**config.mk**
```make
export PLATFORM = sky130hd
export DESIGN_NAME = ofmap_packer
export DESIGN_NICKNAME = d
export VERILOG_FILES = /design/src/rtl/ofmap_packer.sv
export SDC_FILE = /design/constraint.sdc
export NUM_CORES = 2
export LEC_CHECK = 0
export CORE_ASPECT_RATIO = 1.4
export CORE_MARGIN = 8
export CORE_UTILIZATION = 40
export DETAILED_ROUTE_END_ITERATION = 7
export GPL_ROUTABILITY_DRIVEN = 0
export SETUP_SLACK_MARGIN = 0.3
export SYNTH_ARGS = -nofsm -noshare
export SYNTH_HDL_FRONTEND = slang
export SYNTH_SLANG_ARGS = --single-unit
```
**constraint.sdc**
```tcl
create_clock -name clk -period 15.8 [get_ports clk]
set_input_delay 3.16 -clock clk [delete_from_list [all_inputs] [get_ports clk]]
set_output_delay 3.16 -clock clk [all_outputs]
set_load 0.02 [all_outputs]
```
**src/rtl/ofmap_packer.sv**
```systemverilog
// ofmap_packer: packs reLU results (CONV element stream or MUL matrix rows) into
// WIDTH-lane output words queued in a FIFO, with a last-row marker per word.
module ofmap_packer #(
    parameter int WIDTH      = 8,
    parameter int HEIGHT     = 8,
    parameter int DATA_WIDTH = 8,
    parameter int FIFO_DEPTH = 16
) (
    input  logic                                 clk,
    input  logic                                 nrst,
    input  logic                                 load_layer_info,
    input  logic                                 op_sel,
    input  logic [3:0]                           o_width,
    input  logic [3:0]                           o_height,
    input  logic [3:0]                           mul_b_w,
    input  logic [3:0]                           mul_b_h,
    input  logic                                 conv_iv,
    input  logic [DATA_WIDTH-1:0]                conv_id,
    input  logic                                 mul_iv,
    input  logic [HEIGHT*WIDTH*DATA_WIDTH-1:0]   mul_id,
    output logic                                 out_ov,
    output logic [WIDTH*DATA_WIDTH-1:0]          out_od,
    output logic                                 out_last,
    input  logic                                 out_ready,
    output logic                                 busy,
    output logic                                 overflow
);
    localparam int WW = WIDTH * DATA_WIDTH;
    localparam int AW = $clog2(FIFO_DEPTH);

    typedef enum logic [1:0] {IDLE, CONV_PACK, MUL_DRAIN} state_t;
    state_t r_state, w_next_state;

    logic                 r_op_sel;
    logic [3:0]           r_o_width, r_o_height, r_mul_b_w, r_mul_b_h;
    logic [3:0]           r_col_cnt, r_row_cnt, r_row_idx;
    logic [WW-1:0]        r_pack;
    logic [HEIGHT*WW-1:0] r_mul;
    logic                 r_overflow;
    logic [WW:0]          r_mem [FIFO_DEPTH];
    logic [AW:0]          r_wptr, r_rptr;

    logic [4:0]    w_ow, w_oh, w_bw, w_bh;
    logic          w_empty, w_full, w_pop, w_push;
    logic          w_conv_accept, w_conv_eol, w_conv_last, w_drop;
    logic          w_mul_accept, w_mul_push, w_mul_last, w_ignore;
    logic [WW-1:0] w_conv_word, w_mul_word, w_push_word;
    logic          w_push_last;

    // A size field of 0 encodes the full 8
    assign w_ow = (r_o_width  == 4'd0) ? 5'd8 : {1'b0, r_o_width};
    assign w_oh = (r_o_height == 4'd0) ? 5'd8 : {1'b0, r_o_height};
    assign w_bw = (r_mul_b_w  == 4'd0) ? 5'd8 : {1'b0, r_mul_b_w};
    assign w_bh = (r_mul_b_h  == 4'd0) ? 5'd8 : {1'b0, r_mul_b_h};

    assign w_empty = (r_wptr == r_rptr);
    assign w_full  = (r_wptr[AW] != r_rptr[AW]) && (r_wptr[AW-1:0] == r_rptr[AW-1:0]);
    assign w_pop   = !w_empty && out_ready;

    assign w_conv_accept = conv_iv && (r_state == CONV_PACK) && !load_layer_info;
    assign w_conv_eol    = w_conv_accept && ({1'b0, r_col_cnt} == w_ow - 5'd1);
    assign w_conv_last   = ({1'b0, r_row_cnt} == w_oh - 5'd1);
    assign w_drop        = w_conv_eol && w_full && !w_pop;

    assign w_mul_accept = mul_iv && (r_state == IDLE) && r_op_sel && !load_layer_info;
    assign w_mul_push   = (r_state == MUL_DRAIN) && !load_layer_info && (!w_full || w_pop);
    assign w_mul_last   = ({1'b0, r_row_idx} == w_bh - 5'd1);

    assign w_ignore = !load_layer_info &&
                      ((mul_iv && !w_mul_accept) || (conv_iv && (r_state != CONV_PACK)));

    assign w_push      = w_mul_push || (w_conv_eol && (!w_full || w_pop));
    assign w_push_word = w_mul_push ? w_mul_word : w_conv_word;
    assign w_push_last = w_mul_push ? w_mul_last : w_conv_last;

    // Unused lanes of r_pack stay zero because the register clears after every row
    always_comb begin
        w_conv_word = r_pack;
        for (int unsigned c = 0; c < WIDTH; c++) begin
            if (c == 32'(r_col_cnt)) w_conv_word[c*DATA_WIDTH +: DATA_WIDTH] = conv_id;
        end
    end

    always_comb begin
        w_mul_word = '0;
        for (int unsigned r = 0; r < HEIGHT; r++) begin
            if (r == 32'(r_row_idx)) w_mul_word = r_mul[r*WW +: WW];
        end
        for (int unsigned c = 0; c < WIDTH; c++) begin
            if (c >= 32'(w_bw)) w_mul_word[c*DATA_WIDTH +: DATA_WIDTH] = '0;
        end
    end

    always_ff @(posedge clk) begin
        if (!nrst) r_state <= IDLE;
        else       r_state <= w_next_state;
    end

    always_comb begin
        w_next_state = r_state;
        if (load_layer_info) begin
            w_next_state = op_sel ? IDLE : CONV_PACK;
        end else begin
            case (r_state)
                IDLE:      if (w_mul_accept) w_next_state = MUL_DRAIN;
                MUL_DRAIN: if (w_mul_push && w_mul_last) w_next_state = IDLE;
                default:   w_next_state = r_state;
            endcase
        end
    end

    always_comb begin
        out_ov   = !w_empty;
        out_od   = '0;
        out_last = 1'b0;
        if (!w_empty) {out_last, out_od} = r_mem[r_rptr[AW-1:0]];
        busy     = (r_state != IDLE) || !w_empty;
    end

    assign overflow = r_overflow;

    always_ff @(posedge clk) begin
        if (!nrst) begin
            r_op_sel   <= 1'b0;
            r_o_width  <= '0;
            r_o_height <= '0;
            r_mul_b_w  <= '0;
            r_mul_b_h  <= '0;
            r_col_cnt  <= '0;
            r_row_cnt  <= '0;
            r_row_idx  <= '0;
            r_pack     <= '0;
            r_mul      <= '0;
            r_overflow <= 1'b0;
            r_wptr     <= '0;
            r_rptr     <= '0;
        end else if (load_layer_info) begin
            r_op_sel   <= op_sel;
            r_o_width  <= o_width;
            r_o_height <= o_height;
            r_mul_b_w  <= mul_b_w;
            r_mul_b_h  <= mul_b_h;
            r_col_cnt  <= '0;
            r_row_cnt  <= '0;
            r_row_idx  <= '0;
            r_pack     <= '0;
            r_overflow <= 1'b0;
            r_wptr     <= '0;
            r_rptr     <= '0;
        end else begin
            if (w_conv_accept) begin
                if (w_conv_eol) begin
                    r_pack    <= '0;
                    r_col_cnt <= '0;
                    r_row_cnt <= w_conv_last ? 4'd0 : r_row_cnt + 4'd1;
                end else begin
                    r_pack    <= w_conv_word;
                    r_col_cnt <= r_col_cnt + 4'd1;
                end
            end
            if (w_mul_accept) begin
                r_mul     <= mul_id;
                r_row_idx <= '0;
            end else if (w_mul_push) begin
                r_row_idx <= w_mul_last ? 4'd0 : r_row_idx + 4'd1;
            end
            if (w_drop || w_ignore) r_overflow <= 1'b1;
            if (w_push) r_wptr <= r_wptr + {{AW{1'b0}}, 1'b1};
            if (w_pop)  r_rptr <= r_rptr + {{AW{1'b0}}, 1'b1};
        end
    end

    always_ff @(posedge clk) begin
        if (w_push) r_mem[r_wptr[AW-1:0]] <= {w_push_last, w_push_word};
    end

endmodule

```
==> summary.txt <==
Status: completed
Fillers: 15178
Worst Hold Launch: r_pack[2]
Post-synth EDFFs: 1040
CTS Root Cell: clkbuf_16
1st-iter DRT viols: 4584
Final WL: 222 mm
Number of routed nets with antenna violations: 0
Initial antenna violation count: 19
Minimum clock period after layout: 8740 ps
Die width: 367 µm
Detailed-route via count: 45725
Global Route met2 Usage: 0.382
Yosys reg bits: 1662
Slew of the pin with the lowest slew margin: 1360 ps
GRT overflow: 0
Register area: 43700 µm²
CTS tree: done
Post-synth cell types: 68
Final Hold Vio Count: 0
Most Crowded Layer GR: met2
Most frequent cells in the layout: 1242 x nand2_1, 1040 x edfxtp_1, 618 x dfxtp_1, 608 x clkdlybuf4s50_1, 512 x a21boi_0
CP arrival: 5580 ps
Reg2reg setup slack: 10010 ps
Clock power frac: 0.448
Max Fclk: 114 MHz
Area of the core: 172000 µm²
Crit-path cells: buf_4 > buf_4 > buf_4 > mux4_2 > mux4_2 > and2_1 > clkdlybuf4s50_1
Fin nets: 6392
WP buf/inv: 4
Net Switching: 1.86 mW
Critical Path RT: 12640 ps
Vias in the first global route: 46174
Final instance area: 83300 µm²
Post-synthesis async set-or-reset flop share: 0
Drt via density: 5.55
Area Growth Syn to Fin: 20.5%
Slowest CP cell: buf_4
TritonRoute pass-1 iters: 6
Max clock buf depth: 3
Static Leak: 26.2 nW
Final HPWL DP: 145 mm
Worst stage delay on the critical path: 800 ps
RR Startpoint: r_row_idx[1]
Setup crit end kind: primary output
Die area: 186000 µm²
Syn. warnings: 0
Combinational Power Share: 0.036
Synth Cell Area: 69100 µm²
Type of the worst min-delay path: register to register
Post-CTS Setup Bufs: 0
Post-synthesis net count: 5933
Unrepaired setup endpoints after global routing: false
# rows: 180
Rel. slew slack: 0.0858
Worst-path clk slew: 60 ps
IO Pins: 611
PwrDens: 107 nW/µm²
Most common cell after layout, fill and taps aside: nand2_1
Crit Path Category: register to primary output
Port bufs: 610
All-layer global routing usage: 0.231
Top-area cell type share of the netlist area: 0.452
Area occupied by multi-input gates: 24000 µm²
Die Y: 508 µm
Main synth FF type: edfxtp_1
Pint: 7.06 mW
Switching Fraction: 0.209
Tcrit/Tclk final: 0.553
Max Fanout on Critical Path: 63
Clk Latency, worst-skew pair: 800 ps
First-pass GRT wire length: 319 mm
Crit-path leading delay family: buffers and inverters
Grt met3 use: 0.0465
CTS Sinks: 1662
Initial Util: 0.403
Final setup vio count: 0
H-Tree Depth: 4
Placed inst area: 77700 µm²
Top cell by count, worst path: buf_4
Fin Clk Skew: 33.6 ps
Seq pwr share: 0.516
CTS Buf Count: 160
Syn_area_per_cell: 12.9 µm²
Post-Route Setup TNS: 0 ps
Met1 Track Usage GR: 0.307
Max cap viols: 0
Layout cells sized above 1: 0.132
Fin. max-slew vios: 0
Drt wl/cell: 26.9 µm
Synth area leader: edfxtp_1
Gate Count Post-Synth: 5373
Hold_buf cts: 0
Startpoint type of the worst setup path: register
Post_cts resized: 0
Sequential area share after synthesis: 0.632
Largest net degree at the start of global routing: 218
Maximum vdd drop: 106 µV
Main area contributors after synthesis: edfxtp_1 45%, dfxtp_1 18%, mux4_2 11%
DRC viols: 0
==> routing by layer <==
layer,vias up,part of all wire
met3,272,0.074
met4,22,0.030
li1,20663,-
met5,-,0.00068
met1,23104,0.42
met2,1664,0.48
==> worst paths after layout <==
check,to,cells after the start
worst max-delay path,out_od[48],7
worst min-delay path,r_pack[2],2
worst max register to register,r_mem[4][35],11
worst min register to register,r_pack[2],2
==> synth_stat cells, types with 47 or more instances <==
library cell / count
a21boi_0: 512
dfxtp_1: 622
o32ai_1: 47
edfxtp_1: 1040
mux4_2: 325
inv_1: 53
o21ai_0: 136
nand3b_1: 57
clkbuf_1: 337
a21oi_1: 250
nand2_1: 1243
mux2i_1: 78
and2_1: 83
nor2_1: 120
==> power by group through the flow <==
stage	logic (mW)	clock network (mW)	registers, mW
3_3_place_gp	0.324	0	4.70
4_1_cts	0.325	4.08	4.60
6_report	0.325	3.99	4.60
5_1_grt	0.343	4.23	4.60
3_5_place_dp	0.324	0	4.70
2_1_floorplan	0.109	0	4.69
==> cell families after synthesis <==
| logic type | count (synthesis) | synth area share |
|---|---|---|
| XOR/XNOR | 24 | 0.00304 |
| multiplexers | 403 | 0.117 |
| AO/OA/AOI/OAI | 1153 | 0.116 |
| adder cells (fa/ha/maj) | 17 | 0.00308 |
| AND/OR/NAND/NOR | 1638 | 0.101 |
| buffers and inverters | 476 | 0.0273 |
| flip-flops | 1662 | 0.632 |
==> area by class of cell <==
cell class	instances	share of cell area
repair buffers	720	0.0839
diodes	9	0.000270
well taps	2275	0.0342
clock buffers	216	0.0539
inverters	53	0.00240
flip-flops and latches	1662	0.525
multi-input cells	3235	0.289
clock inverters	74	0.0120
==> per-stage QoR <==
stage	utilization	cells	hold WS, ps	total power, mW	setup WS [ps]
after global routing	0.485	8236	471	9.18	6800
final	0.485	8244	452	8.92	7060
after detailed placement	0.453	7943	444	5.02	7800
after CTS	0.485	8233	452	9.01	6910
after global placement	0.453	7943	438	5.02	7800
after floorplan	-	5373	431	4.80	6490
==> state kept, by name, summed over array words and instances, names as in the netlist, named ones only <==
register,flops
r_mul_b_h,4
r_o_height,4
r_mul,512
r_mul_b_w,4
overflow,1
r_op_sel,1
r_wptr,5
r_row_idx,4
r_mem,1040
r_pack,64
r_row_cnt,4
r_rptr,5
r_state,2
r_o_width,4
r_col_cnt,4
==> worst reg2reg max path, stage by stage (launching register included) <==
cell	delay [ps]
dfxtp_1	410
inv_1	190
ha_4	610
buf_4	570
buf_4	620
buf_4	560
nand2_1	330
a21oi_1	190
a21oi_1	50
o21ai_0	480
a221oi_1	380
o32ai_2	1040
(Power assumes the default switching activity.)
